==> src/rtl/mem_fifo_pkg.sv <==
// Shared types and constants for the MEMIF fifo controller.
// Output buffer sizing and depth helper.
package mem_fifo_pkg;

  localparam int OBUF_DEPTH = 2;

  typedef logic [1:0] obuf_cnt_t;
  typedef logic       obuf_idx_t;

  function automatic int fifo_depth(input int aw);
    return 1 << aw;
  endfunction

endpackage

==> src/rtl/mem_fifo_ctrl_if.sv <==
// MEMIF fifo-memory port: controller drives writes and read address,
// memory returns registered read data.
interface mem_fifo_ctrl_if #(
  parameter int DWIDTH = 32,
  parameter int AWIDTH = 4
);
  logic [AWIDTH-1:0] f0_waddr;
  logic [DWIDTH-1:0] f0_wdata;
  logic              f0_write;
  logic [AWIDTH-1:0] f0_raddr;
  logic [DWIDTH-1:0] f0_rdata;

  modport master (
    output f0_waddr, f0_wdata, f0_write, f0_raddr,
    input  f0_rdata
  );

  modport slave (
    input  f0_waddr, f0_wdata, f0_write, f0_raddr,
    output f0_rdata
  );
endinterface

==> src/rtl/mem_fifo_obuf.sv <==
// Two-entry output buffer: captures returning read data at the tail,
// presents the head for first-word-fall-through pops.
module mem_fifo_obuf
  import mem_fifo_pkg::*;
#(
  parameter int DWIDTH = 32
) (
  input  logic              clk,
  input  logic              rst,
  input  logic              cap_valid,
  input  logic [DWIDTH-1:0] cap_data,
  input  logic              pop_fire,
  output logic [DWIDTH-1:0] head_data,
  output obuf_cnt_t         cnt
);

  logic [DWIDTH-1:0] slot [OBUF_DEPTH];
  obuf_idx_t         head;
  obuf_idx_t         tail;

  // Capture never arrives while full, so tail is head or its partner.
  assign tail      = head ^ cnt[0];
  assign head_data = slot[head];

  always_ff @(posedge clk) begin
    if (!rst) begin
      head <= 1'b0;
      cnt  <= '0;
      for (int i = 0; i < OBUF_DEPTH; i++) begin
        slot[i] <= '0;
      end
    end else begin
      if (cap_valid) begin
        slot[tail] <= cap_data;
      end
      if (pop_fire) begin
        head <= ~head;
      end
      cnt <= cnt + obuf_cnt_t'(cap_valid)
                 - obuf_cnt_t'(pop_fire);
    end
  end

endmodule

==> src/rtl/mem_fifo_ctrl.sv <==
// FIFO controller over a synchronous-read memory; a small output buffer
// hides the read latency so pops can stream at one word per cycle.
module mem_fifo_ctrl
  import mem_fifo_pkg::*;
#(
  parameter int DWIDTH = 32,
  parameter int AWIDTH = 4
) (
  input  logic                clk,
  input  logic                rst,
  input  logic                push_valid,
  output logic                push_ready,
  input  logic [DWIDTH-1:0]   push_data,
  output logic                pop_valid,
  input  logic                pop_ready,
  output logic [DWIDTH-1:0]   pop_data,
  output logic [AWIDTH+1:0]   occupancy,
  mem_fifo_ctrl_if.master     mem
);

  localparam int              DEPTH = fifo_depth(AWIDTH);
  localparam logic [AWIDTH:0] FULL  = (AWIDTH+1)'(DEPTH);

  logic [AWIDTH-1:0] wptr;
  logic [AWIDTH-1:0] rptr;
  logic [AWIDTH:0]   mem_count;
  logic              rd_pend;
  obuf_cnt_t         obuf_cnt;
  logic              push_fire;
  logic              pop_fire;
  logic              rd_issue;
  logic [2:0]        inflight;

  assign push_ready = rst & (mem_count != FULL);
  assign push_fire  = push_valid & push_ready;
  assign pop_valid  = rst & (obuf_cnt != '0);
  assign pop_fire   = pop_valid & pop_ready;

  // Reads in flight plus buffered words must leave room after this pop.
  assign inflight = {1'b0, obuf_cnt} + {2'b0, rd_pend};
  assign rd_issue = rst & (mem_count != '0)
                  & (inflight < 3'd2 + {2'b0, pop_fire});

  assign mem.f0_write = push_fire;
  assign mem.f0_waddr = rst ? wptr : '0;
  assign mem.f0_wdata = push_data;
  assign mem.f0_raddr = rst ? rptr : '0;

  assign occupancy = rst ? ({1'b0, mem_count}
                            + (AWIDTH+2)'(rd_pend)
                            + (AWIDTH+2)'(obuf_cnt))
                         : '0;

  always_ff @(posedge clk) begin
    if (!rst) begin
      wptr      <= '0;
      rptr      <= '0;
      mem_count <= '0;
      rd_pend   <= 1'b0;
    end else begin
      wptr      <= wptr + AWIDTH'(push_fire);
      rptr      <= rptr + AWIDTH'(rd_issue);
      mem_count <= mem_count + (AWIDTH+1)'(push_fire)
                             - (AWIDTH+1)'(rd_issue);
      rd_pend   <= rd_issue;
    end
  end

  mem_fifo_obuf #(
    .DWIDTH (DWIDTH)
  ) u_obuf (
    .clk       (clk),
    .rst       (rst),
    .cap_valid (rd_pend),
    .cap_data  (mem.f0_rdata),
    .pop_fire  (pop_fire),
    .head_data (pop_data),
    .cnt       (obuf_cnt)
  );

endmodule
==> src/flat_wrapper.sv <==
// flat-port wrapper written by rule: the top's interface ports become plain ports
module mem_fifo_ctrl_flat import mem_fifo_pkg::*;
#(
  parameter int DWIDTH = 32,
  parameter int AWIDTH = 4
)
  (clk, rst, push_valid, push_ready, push_data, pop_valid, pop_ready, pop_data, occupancy, mem_f0_waddr, mem_f0_wdata, mem_f0_write, mem_f0_raddr, mem_f0_rdata);
  mem_fifo_ctrl_if #(.DWIDTH(DWIDTH), .AWIDTH(AWIDTH)) mem_i ();
  input  logic clk;
  input  logic rst;
  input  logic push_valid;
  output logic push_ready;
  input  logic [DWIDTH-1:0] push_data;
  output logic pop_valid;
  input  logic pop_ready;
  output logic [DWIDTH-1:0] pop_data;
  output logic [AWIDTH+1:0] occupancy;
  output wire logic [$bits(mem_i.f0_waddr)-1:0] mem_f0_waddr;
  output wire logic [$bits(mem_i.f0_wdata)-1:0] mem_f0_wdata;
  output wire logic [$bits(mem_i.f0_write)-1:0] mem_f0_write;
  output wire logic [$bits(mem_i.f0_raddr)-1:0] mem_f0_raddr;
  input wire logic [$bits(mem_i.f0_rdata)-1:0] mem_f0_rdata;
  assign mem_f0_waddr = mem_i.f0_waddr;
  assign mem_f0_wdata = mem_i.f0_wdata;
  assign mem_f0_write = mem_i.f0_write;
  assign mem_f0_raddr = mem_i.f0_raddr;
  assign mem_i.f0_rdata = mem_f0_rdata;
  mem_fifo_ctrl #(.DWIDTH(DWIDTH), .AWIDTH(AWIDTH)) u_core (.clk(clk), .rst(rst), .push_valid(push_valid), .push_ready(push_ready), .push_data(push_data), .pop_valid(pop_valid), .pop_ready(pop_ready), .pop_data(pop_data), .occupancy(occupancy), .mem(mem_i));
endmodule
==> config.mk <==
export PLATFORM = sky130hd
export DESIGN_NAME = mem_fifo_ctrl_flat
export DESIGN_NICKNAME = d
export VERILOG_FILES = /design/src/rtl/mem_fifo_pkg.sv /design/src/rtl/mem_fifo_ctrl_if.sv /design/src/rtl/mem_fifo_obuf.sv /design/src/rtl/mem_fifo_ctrl.sv /design/src/flat_wrapper.sv
export SDC_FILE = /design/constraint.sdc
export NUM_CORES = 1
export LEC_CHECK = 0
export ABC_AREA = 1
export CAP_MARGIN = 20
export CORE_UTILIZATION = 35
export CTS_CLUSTER_SIZE = 8
export DETAILED_ROUTE_END_ITERATION = 10
export MAX_ROUTING_LAYER = met4
export PLACE_DENSITY_LB_ADDON = 0.05
export SETUP_SLACK_MARGIN = 0.3
export SYNTH_ARGS = -nofsm -noshare
export SYNTH_HDL_FRONTEND = slang
export SYNTH_HIERARCHICAL = 1
export SYNTH_SLANG_ARGS = --single-unit
==> constraint.sdc <==
create_clock -name clk -period 4.8 [get_ports clk]
set_input_delay 0.72 -clock clk [delete_from_list [all_inputs] [get_ports clk]]
set_output_delay 0.72 -clock clk [all_outputs]
set_load 0.1 [all_outputs]
## Yosys cells after proc, flatten, opt, wreduce, memory -nomap -nowiden

Memory sizes are Yosys's and may differ from the RTL's. A register that Yosys moved wholly into a read port is not among the register bits.
Cells that the tools add are included.
W data, S select, Z words.

- Memories: 1
- RAM bits: 64
- Logic and storage cells: 42
- Output and inout port bits: 81
- Bits of input ports: 68
- Register bits: 17

- Reductions and logical operators: 3
- Bitwise gates (word level): 8
- Mux-type cells: 12
- $lt $le $gt $ge: 1
- Add/subtract/negate cells: 10
- Equal/unequal tests: 1

Memory list:

| name | depth | bits a word | read ports | clocked after Yosys merged registers in | wr ports | RTL line | text |
|---|---|---|---|---|---|---|---|
| u_core.u_obuf.slot | 2 | 32 | 1 | 1 | 2 | mem_fifo_obuf.sv:17 | `logic [DWIDTH-1:0] slot [OBUF_DEPTH];` |

Operator list:

| kind | number |
|---|---|
| $mux W32 | 1 |
| $reduce_or A32 Y1 | 1 |
| $add A4 B1 Y4 | 2 |
| $mux W1 | 8 |
| $mux W4 | 2 |
| $add A5 B1 Y6 | 1 |
| $add A6 B2 Y6 | 1 |
| $and A1 B1 Y1 | 6 |
| $mux W6 | 1 |
| $add A5 B1 Y5 | 1 |
| $ne A5 B5 Y1 const B | 1 |
| $reduce_bool A5 Y1 | 1 |
| $sub A5 B1 Y5 | 1 |
| $add A2 B1 Y3 | 1 |
| $add A2 B1 Y3 const A | 1 |
| $lt A3 B3 Y1 | 1 |
| $add A2 B1 Y2 | 1 |
| $reduce_bool A2 Y1 | 1 |
| $sub A2 B1 Y2 | 1 |
| $not A1 Y1 | 1 |
| $xor A1 B1 Y1 | 1 |

## Longest topological paths before layout

Gate-level depths: netlist (run 1).

- Depth after elaboration: 7
- Depth in mapped cells: 14

## Hierarchy

Netlist (run 1), hierarchy kept.

Modules (own cells, without submodules):

| module | cells an instance | area an instance (um2) | instances | seq. area each (um2) |
|---|---|---|---|---|
| mem_fifo_obuf | 234 | 3,044.2 | 1 | 2,001.9 |
| mem_fifo_ctrl | 163 | 1,206.2 | 1 | 280.3 |

## Worst setup path after synthesis (run 1)

OpenSTA, ideal clock, no wires.

- Kind: register to register
- Start: register u_core.mem_count[2]
- End: register u_core.mem_count[4]
- Slack: 1,371 ps
- Stages on the path, launching flop included: 12
- Arrival: 3,314 ps
- Path buffers: 0
- Library setup time: 115 ps
- Cell sequence: dfxtp_1 inv_1 ha_1 nand3_1 o21ai_0 nor2_1 ha_1 inv_1 fa_1 nand3b_1 a21oi_1 nor2_1

- Word-level cells in the longest chain between the ends: 5

RTL lines:

| what | RTL line | text |
|---|---|---|
| start, declared | mem_fifo_ctrl.sv:26 | `logic [AWIDTH:0] mem_count;` |
| start signal, assigned | mem_fifo_ctrl.sv:63 | `mem_count <= mem_count + (AWIDTH+1)'(push_fire)` |
| $ne A5 B5 Y1 | mem_fifo_ctrl.sv:34 | `assign push_ready = rst & (mem_count != FULL);` |
| $and A1 B1 Y1 | mem_fifo_ctrl.sv:34 |  |
| $and A1 B1 Y1 | mem_fifo_ctrl.sv:35 | `assign push_fire = push_valid & push_ready;` |
| via mem_f0_write | flat_wrapper.sv:20 | `output wire logic [$bits(mem_i.f0_write)-1:0] mem_f0_write;` |
| $add A5 B1 Y5 | mem_fifo_ctrl.sv:63 |  |
| $sub A5 B1 Y5 | mem_fifo_ctrl.sv:64 | `- (AWIDTH+1)'(rd_issue);` |

The timed path passes the listed nets, and every way through them passes these cells.
A chain may end at the register's enable or synchronous reset.

==> flow_summary_export.csv, run 1 <==
group,metric,value,unit
critical_path,arrival,2.66,ns
timing,fin_crit_sh,0.705,
route,drtIter0Drc,111,
clocking,clock_sinks,82,
die,io_pins,149,
hold_path,min_path_type,"reg2reg",
synthesis,async_flop_share,0,
synthesis,synth_cell_types,27,
route,dr.pass1.iters,7,
timing,slew-limit-headroom,0.336,
die,start_util,0.366,
die,die_x,112,um
synthesis,synth_seq_cells,82,
synthesis,synth_cells,397,
clocking,post_cts_buffers,0,
synthesis,synth.avg_cell_area,10.7,um2
finish,syn_to_final_growth,21.3,%
die,core_area,0.0116,mm2
clocking,root_buffer,"clkbuf_16",
route,ant_nets,0,
timing,setup_violations,0,
critical_path,rrSetupSlack,2.17,ns
global_routing,grt_pass1_wl,13000,um
synthesis,synth_area_leaders,"edfxtp_1 45%, dfxtp_1 8.5%, mux2_2 7.9%, buf_4 6.4%, inv_1 6.0%",
placement,dp_cells,582,
global_routing,first_global_vias,2699,
critical_path,cp-endpoint,"pop_data[17]",
finish,fin_cells,597,
die,die_y,112,um
finish,final.fill_count,1150,
critical_path,crit_required,4.08,ns
placement,place_congestion,0.710,
critical_path,slowest_stage,"clkdlybuf4s50_1",
finish,finalNetCount,538,
run_status,violations,"design-rule violations",
synthesis,synth-edff-count,64,
clocking,clk_latency,0.34,ns
critical_path,crit_path_max_incr_delay,1.14,ns
route,wl_per_cell,13.8,um
timing,max_clock_freq,0.295,GHz
die,rows,39,
finish,drive_gt1_frac,0.218,
power,peakVddDrop,0.326,mV
synthesis,synth-seq-area-share,0.537,
timing,fin_crit,3.38,ns
synthesis,synth_common_cells,"68 x inv_1, 64 x edfxtp_1, 52 x nor2_1",
clocking,cts_tree,"done",
clocking,clk_pin_slew,0.06,ns
synthesis,synth_area,0.00425,mm2
synthesis,yosys_warnings,6,
clocking,numCtsBuffers,9,
synthesis,yosysTopAreaCell,"edfxtp_1",
route,wl,8220,um
route,vias,2678,
synthesis,synth_nets,485,
synthesis,synth_top_area_share,0.452,
critical_path,reg2regPathDepth,14,
timing,hold_violations,0,
critical_path,crit_chain,"mux2_2, clkdlybuf4s50_1",
critical_path,critical_path.endpoint_type,"output pin",
timing,tns,0,ns
synthesis,synth.most_common_cell,"inv_1",
run,maxCapViolCount,0,
critical_path,worst-setup-path-type,"reg2out",
power,p_per_area,607,mW/mm2
critical_path,crit_path_max_fanout,32,
global_routing,grt.overflow.total,0,
placement,dpl.hpwl,5420,um
die,die_area,0.0126,mm2
placement,io_buffers,84,
timing,final_max_slew_viol_count,0,
critical_path,worstSetupStartpointType,"register",
finish,final_util,0.444,
timing,fin_skew,0.00508,ns
synthesis,synth-main-ff-cell,"edfxtp_1",
power,total_leakage_power,2.29,nW
clocking,cts_max_path_buffers,2,
finish,diodes,0,
global_routing,antenna_found_initial,0,
clocking,htreeDepth,3,
clocking,ctsHoldBuffers,0,
run_status,status,"complete, but fails checks",
global_routing,gr-usage-all-layers,0.141,
route,avgViaCountPerCell,4.49,
global_routing,grt_max_degree,34,
critical_path,reg2reg_to,"u_core/mem_count[4]$_SDFF_PN0_",
route,drc,8,
critical_path,r2r_start,"u_core/u_obuf/cnt[0]$_SDFF_PN0_",
timing,tightest_slew,0.993,ns
clocking,cts.repair.resized,0,
timing,rsz0062_at_grt,"false",
report_power, final:
group          leakage [nW]  switching, mW  internal, mW  total [mW]
clock network         0.127          0.269         0.343       0.612
logic                  1.35           1.11         0.400        1.51
registers             0.815         0.0812         0.924        1.01
worst max-delay path: cells and delay by family, from the launching register on:
family	cells	cell delay (ns)
buffers and inverters	1	1.14
DFF	1	0.87
muxes	1	0.31
worst min path at each step:
stage                                    startpoint                   endpoint  slack (ns)  cells after the start
final                     u_core/rptr[3]$_SDFF_PN0_  u_core/rptr[3]$_SDFF_PN0_        0.53                      2
after CTS                 u_core/rptr[3]$_SDFF_PN0_  u_core/rptr[3]$_SDFF_PN0_        0.54                      2
after detailed placement  u_core/rptr[3]$_SDFF_PN0_  u_core/rptr[3]$_SDFF_PN0_        0.52                      2
after global routing      u_core/rptr[3]$_SDFF_PN0_  u_core/rptr[3]$_SDFF_PN0_        0.56                      2
after floorplan           u_core/rptr[3]$_SDFF_PN0_  u_core/rptr[3]$_SDFF_PN0_        0.48                      2
after global placement    u_core/wptr[3]$_SDFF_PN0_  u_core/wptr[3]$_SDFF_PN0_        0.51                      2
stage by stage:
stage	hold WS (ns)	power (mW)	setup WS [ns]	instance area, um2
floorplan	0.479	2.34	1.37	4250
global placement	0.515	2.54	1.17	4900
detailed placement	0.519	2.54	1.08	4900
CTS	0.544	3.17	1.34	5160
global route	0.563	3.29	1.14	5160
finish	0.531	3.13	1.42	5160
cells by family (layout without fill, tap and decap cells):
| kind of cell | count (synthesis) | count (layout) | share of synthesized area |
|---|---|---|---|
| AOI/OAI and AO/OA | 15 | 15 | 0.0177 |
| xor gates and xnor gates | 5 | 5 | 0.0103 |
| adders and majority gates | 20 | 20 | 0.0642 |
| buffers and inverters | 114 | 171 | 0.144 |
| DFF | 82 | 82 | 0.537 |
| muxes | 32 | 32 | 0.0848 |
| and+or+nand+nor | 129 | 129 | 0.142 |
placed cells by master (no fill, tap or decap), types with 3 or more instances in the layout:
cell / synthesis / layout
inv_1: 68 / 68
clkdlybuf4s50_1: 0 / 67
edfxtp_1: 64 / 64
nor2_1: 52 / 52
nand2_1: 33 / 32
mux2_2: 30 / 30
nor2_2: 29 / 29
buf_4: 36 / 19
ha_1: 17 / 17
dfxtp_1: 18 / 17
a21oi_1: 11 / 11
clkbuf_16: 0 / 9
nand3_1: 7 / 7
o21ai_0: 4 / 4
xor2_1: 3 / 3
fa_1: 3 / 3
area by class of cell:
type                       instances  area (um2)  area share
multi-input combinational        201        1360       0.264
inverter                          70         263      0.0509
clock buffer                       9         225      0.0437
clock inverter                     6        33.8     0.00655
sequential                        82        2280       0.443
timing repair buffer              86         813       0.158
tap                              143         179      0.0347
state kept, by name (all words and copies together), names as in the netlist, named ones only:
signal              count
u_core/u_obuf/head      1
u_core/wptr             4
u_core/u_obuf/slot     64
u_core/rd_pend          1
u_core/mem_count        5
u_core/rptr             4
u_core/u_obuf/cnt       2
per-layer routing:
layer | global-route usage | share of wire | up-vias
li1 | - | - | 1338
met1 | 0.178 | 0.48 | 1243
met2 | 0.206 | 0.44 | 73
met3 | 0.0297 | 0.049 | 24
met4 | 0.0898 | 0.027 | 0
met5 | - | 0 | -
Note: power is estimated with default switching activity, not from simulation.
==> run 2, diff against run 1 <==
==> constraint.sdc (replaced) <==
create_clock -name clk -period 3.11 [get_ports clk]
set_input_delay 0.4665 -clock clk [delete_from_list [all_inputs] [get_ports clk]]
set_output_delay 0.4665 -clock clk [all_outputs]
set_load 0.1 [all_outputs]
==> flow_summary_export.csv, run 2 (synthesis results as in run 1) <==
group,metric,value,unit
placement,place_congestion,0.813,
placement,dpl.hpwl,5340,um
timing,tightest_slew,0.474,ns
global_routing,gr-usage-all-layers,0.140,
finish,drive_gt1_frac,0.310,
power,seqPwrFrac,0.298,
finish,largest_register_ff_count,64,
run_status,violations,"design-rule violations",
critical_path,crit_path_max_incr_delay,0.44,ns
critical_path,crit_path_max_fanout,6,
finish,regMostFlops,"u_core/u_obuf/slot",
clocking,clk_latency,0.33,ns
timing,final_max_slew_viol_count,0,
clocking,clk_pin_slew,0.06,ns
power,total_leakage_power,2.44,nW
die,io_pins,149,
die,die_area,0.0126,mm2
die,die_y,112,um
timing,hold_violations,0,
hold_path,min_path_type,"in2reg",
clocking,cts.repair.resized,0,
critical_path,worstSetupStartpointType,"register",
critical_path,critical_path_buf_inv_count,3,
clocking,cts_max_path_buffers,2,
die,die_x,112,um
global_routing,first_global_vias,2692,
power,comb_power_share,0.487,
route,drc,9,
timing,max_clock_freq,0.392,GHz
run_status,status,"complete, but fails checks",
finish,final.fill_count,1090,
finish,diodes,0,
power,internal_power,2.82,mW
critical_path,arrival,2.09,ns
critical_path,critical_path.endpoint_type,"output pin",
timing,rsz0062_at_grt,"false",
route,vias,2686,
timing,setup_violations,0,
clocking,post_cts_buffers,0,
power,p_per_area,943,mW/mm2
timing,fin_skew,0.00537,ns
global_routing,antenna_found_initial,0,
critical_path,cp_top_family,"adder cells",
timing,tns,0,ns
critical_path,crit_chain,"fa_1, inv_1, fa_1, inv_1, nand2_1, o21ai_0, a21oi_2, buf_12",
die,rows,39,
clocking,numCtsBuffers,9,
global_routing,grt_max_degree,33,
finish,final_cell_mix,"68 x inv_1, 64 x edfxtp_1, 50 x nor2_1, 38 x buf_4, 34 x clkdlybuf4s50_1",
route,dr.pass1.iters,7,
critical_path,crit_required,2.64,ns
die,start_util,0.366,
route,avgViaCountPerCell,4.47,
route,wl,8110,um
clocking,htreeDepth,3,
finish,reg_top3,"u_core/u_obuf/slot: 64 flops, u_core/mem_count: 5 flops",
route,drtIter0Drc,105,
finish,final_common_cell,"inv_1",
clocking,clock_sinks,82,
placement,io_buffers,84,
critical_path,slowest_stage,"dfxtp_1",
power,swShare,0.447,
finish,finalNetCount,543,
power,peakVddDrop,0.440,mV
global_routing,grt_pass1_wl,13100,um
run,maxCapViolCount,0,
clocking,ctsHoldBuffers,0,
power,switchingPower,2.28,mW
timing,fin_crit_sh,0.821,
clocking,root_buffer,"clkbuf_16",
timing,fin_crit,2.55,ns
clocking,cts_tree,"done",
power,clkPwrFrac,0.215,
finish,syn_to_final_growth,27.2,%
timing,slew-limit-headroom,0.684,
critical_path,worst-setup-path-type,"reg2out",
route,ant_nets,0,
global_routing,grt.overflow.total,0,
route,wl_per_cell,13.5,um
die,core_area,0.0116,mm2
finish,final_util,0.465,
[run 2: cell type report]
class / instances / area (um2) / area share
Sequential cell: 82 / 2280 / 0.423
Multi-Input combinational cell: 201 / 1370 / 0.254
Timing Repair Buffer: 91 / 998 / 0.185
Inverter: 70 / 263 / 0.0486
Clock buffer: 9 / 225 / 0.0417
Tap cell: 143 / 179 / 0.0331
Clock inverter: 5 / 81.3 / 0.0150
[run 2: power groups by stage]
stage,logic (mW),registers (mW),clock network [mW]
after floorplan,2.11,1.52,0
after global routing,2.64,1.54,1.16
final,2.48,1.52,1.10
after detailed placement,2.49,1.54,0
after CTS,2.50,1.52,1.13
after global placement,2.50,1.54,0
[run 2: through the flow]
stage               std cells  instance area (um2)  hold slack, ns  setup WS [ns]  power [mW]
floorplan                 397                 4260           0.479          0.196        3.63
global placement          587                 5090           0.496          0.173        4.03
detailed placement        587                 5090           0.506          0.114        4.04
CTS                       601                 5400           0.521          0.455        5.15
global route              601                 5410           0.523          0.348        5.34
finish                    601                 5410           0.492          0.557        5.10
[run 2: worst min-delay path, delay by kind of cell]
family | cells | cell delay (ns)
simple gates | 1 | 0.09
buf+inv | 2 | 0.22
[run 2: final timing paths]
kind	cells past startpoint	end	slack, ns	startpoint
max	8	occupancy[4]	0.56	u_core/u_obuf/cnt[0]$_SDFF_PN0_
min	3	u_core/u_obuf/cnt[0]$_SDFF_PN0_	0.49	rst
max reg2reg	12	u_core/mem_count[4]$_SDFF_PN0_	0.59	u_core/u_obuf/cnt[0]$_SDFF_PN0_
min reg2reg	2	u_core/wptr[3]$_SDFF_PN0_	0.52	u_core/wptr[3]$_SDFF_PN0_
[run 2: routing by layer]
layer  track usage  vias up  part of all wire
met3        0.0243       33             0.058
met1         0.169     1232              0.44
li1              -     1351                 -
met4        0.0880        0             0.030
met5             -        -                 0
met2         0.219       70              0.47
==> run 3, diff against run 2 <==
==> constraint.sdc (replaced) <==
create_clock -name clk -period 2.5 [get_ports clk]
set_input_delay 0.375 -clock clk [delete_from_list [all_inputs] [get_ports clk]]
set_output_delay 0.375 -clock clk [all_outputs]
set_load 0.1 [all_outputs]
==> flow_summary_export.csv, run 3 (synthesis results as in run 1) <==
group,metric,value,unit
run_status,status,"complete, but fails checks",
run_status,violations,"design-rule violations",
die,start_util,0.366,
finish,reg_top3,"u_core/u_obuf/slot: 64 flops, u_core/mem_count: 5 flops",
placement,dpl.hpwl,5900,um
finish,multi_input_area,0.00150,mm2
timing,final_max_slew_viol_count,0,
die,core_area,0.0116,mm2
power,internal_power,4.19,mW
route,vias,2842,
route,avgViaCountPerCell,4.57,
route,drtIter0Drc,90,
timing,rsz0062_at_grt,"true",
clocking,clock_sinks,82,
clocking,clk_latency,0.33,ns
power,clkPwrFrac,0.204,
die,die_x,112,um
timing,slew-limit-headroom,0.624,
timing,fin_crit_sh,0.929,
finish,final_cell_mix,"64 x edfxtp_1, 61 x inv_1, 51 x buf_12, 47 x nor2_1, 35 x clkdlybuf4s50_1",
global_routing,gr-usage-all-layers,0.150,
global_routing,first_global_vias,2864,
power,switchingPower,3.03,mW
run,maxCapViolCount,0,
power,seqPwrFrac,0.266,
finish,final_common_cell,"edfxtp_1",
global_routing,antenna_found_initial,0,
route,dr.pass1.iters,9,
power,comb_power_share,0.529,
finish,regMostFlops,"u_core/u_obuf/slot",
power,total_leakage_power,2.70,nW
route,drc,11,
finish,largest_register_ff_count,64,
clocking,cts_max_path_buffers,2,
finish,drive_gt1_frac,0.407,
critical_path,arrival,1.95,ns
route,ant_nets,0,
die,io_pins,149,
route,wl,8700,um
power,p_per_area,1170,mW/mm2
power,design_power_total,7.22,mW
placement,place_congestion,0.717,
finish,diodes,0,
critical_path,critical_path.endpoint_type,"output pin",
hold_path,min_path_type,"reg2reg",
clocking,numCtsBuffers,9,
critical_path,worstSetupStartpointType,"register",
timing,max_clock_freq,0.430,GHz
critical_path,crit_path_max_fanout,2,
timing,tightest_slew,0.564,ns
timing,holdWs,0.521,ns
finish,final.fill_count,1033,
finish,finalNetCount,562,
clocking,clk_pin_slew,0.06,ns
route,wl_per_cell,14.0,um
timing,fin_crit,2.32,ns
clocking,cts_tree,"done",
timing,setup_violations,0,
finish,seqCellArea,0.00230,mm2
placement,io_buffers,84,
die,die_y,112,um
clocking,ctsHoldBuffers,0,
global_routing,grt_pass1_wl,14200,um
die,rows,39,
die,die_area,0.0126,mm2
critical_path,worst-setup-path-type,"reg2out",
power,peakVddDrop,0.579,mV
clocking,htreeDepth,3,
power,swShare,0.420,
timing,hold_violations,0,
clocking,root_buffer,"clkbuf_16",
critical_path,crit_required,2.12,ns
finish,syn_to_final_growth,44.7,%
global_routing,grt_max_degree,33,
timing,fin_skew,0.00849,ns
global_routing,grt.overflow.total,0,
==> run 3: worst paths after layout <==
kind	cells past startpoint	slack [ns]	from	endpoint
worst min-delay path	2	0.52	u_core/wptr[3]$_SDFF_PN0_	u_core/wptr[3]$_SDFF_PN0_
worst max-delay path	6	0.18	u_core/rd_pend$_SDFF_PN0_	occupancy[1]
worst min register to register	2	0.52	u_core/wptr[3]$_SDFF_PN0_	u_core/wptr[3]$_SDFF_PN0_
worst max register to register	14	0.22	u_core/u_obuf/cnt[0]$_SDFF_PN0_	u_core/mem_count[4]$_SDFF_PN0_
==> run 3: final cells by class <==
type / instances / share of cell area
Inverter: 70 / 0.0433
Tap cell: 143 / 0.0291
Clock inverter: 2 / 0.00631
Clock buffer: 14 / 0.0500
Timing Repair Buffer: 110 / 0.254
Sequential cell: 82 / 0.373
Multi-Input combinational cell: 201 / 0.244
==> run 3: power groups by stage <==
stage | Sequential [mW] | Clock [mW] | Combinational [mW]
global route | 1.96 | 1.56 | 4.04
global placement | 1.92 | 0 | 3.67
floorplan | 1.89 | 0 | 2.70
detailed placement | 1.93 | 0 | 3.68
finish | 1.92 | 1.47 | 3.82
CTS | 1.91 | 1.52 | 3.78
==> run 3: layer usage <==
layer,share of wire,global-route usage,up-vias
met2,0.49,0.238,65
met1,0.43,0.181,1353
met5,0,-,-
met4,0.032,0.0871,0
li1,-,-,1383
met3,0.047,0.0254,41
==> run 3: worst max-delay path, stage by stage (launching register included) <==
cell and delay (ns):
dfxtp_2 0.34, buf_6 0.12, fa_2 0.36, inv_2 0.07, fa_2 0.44, nor2_4 0.11, buf_12 0.18
==> run 3: repair_timing <==
item / 4_1_cts / 5_1_grt
setup endpoints to repair: 7 / 8
setup buffers: 6 / 6
pin swaps: 8 / 14
gates resized for setup: 14 / 18
gates cloned: 0 / 0
==> run 3: through the flow <==
step / util / worst slack (ns) / TNS [ns] / cell area [um2] / std cells
floorplan: - / 0.0986 / 0 / 4320 / 397
global placement: 0.484 / -0.129 / -0.187 / 5620 / 594
detailed placement: 0.484 / -0.153 / -0.249 / 5620 / 594
CTS: 0.521 / 0.153 / 0 / 6050 / 616
global route: 0.530 / 0.0754 / 0 / 6150 / 622
finish: 0.530 / 0.177 / 0 / 6150 / 622
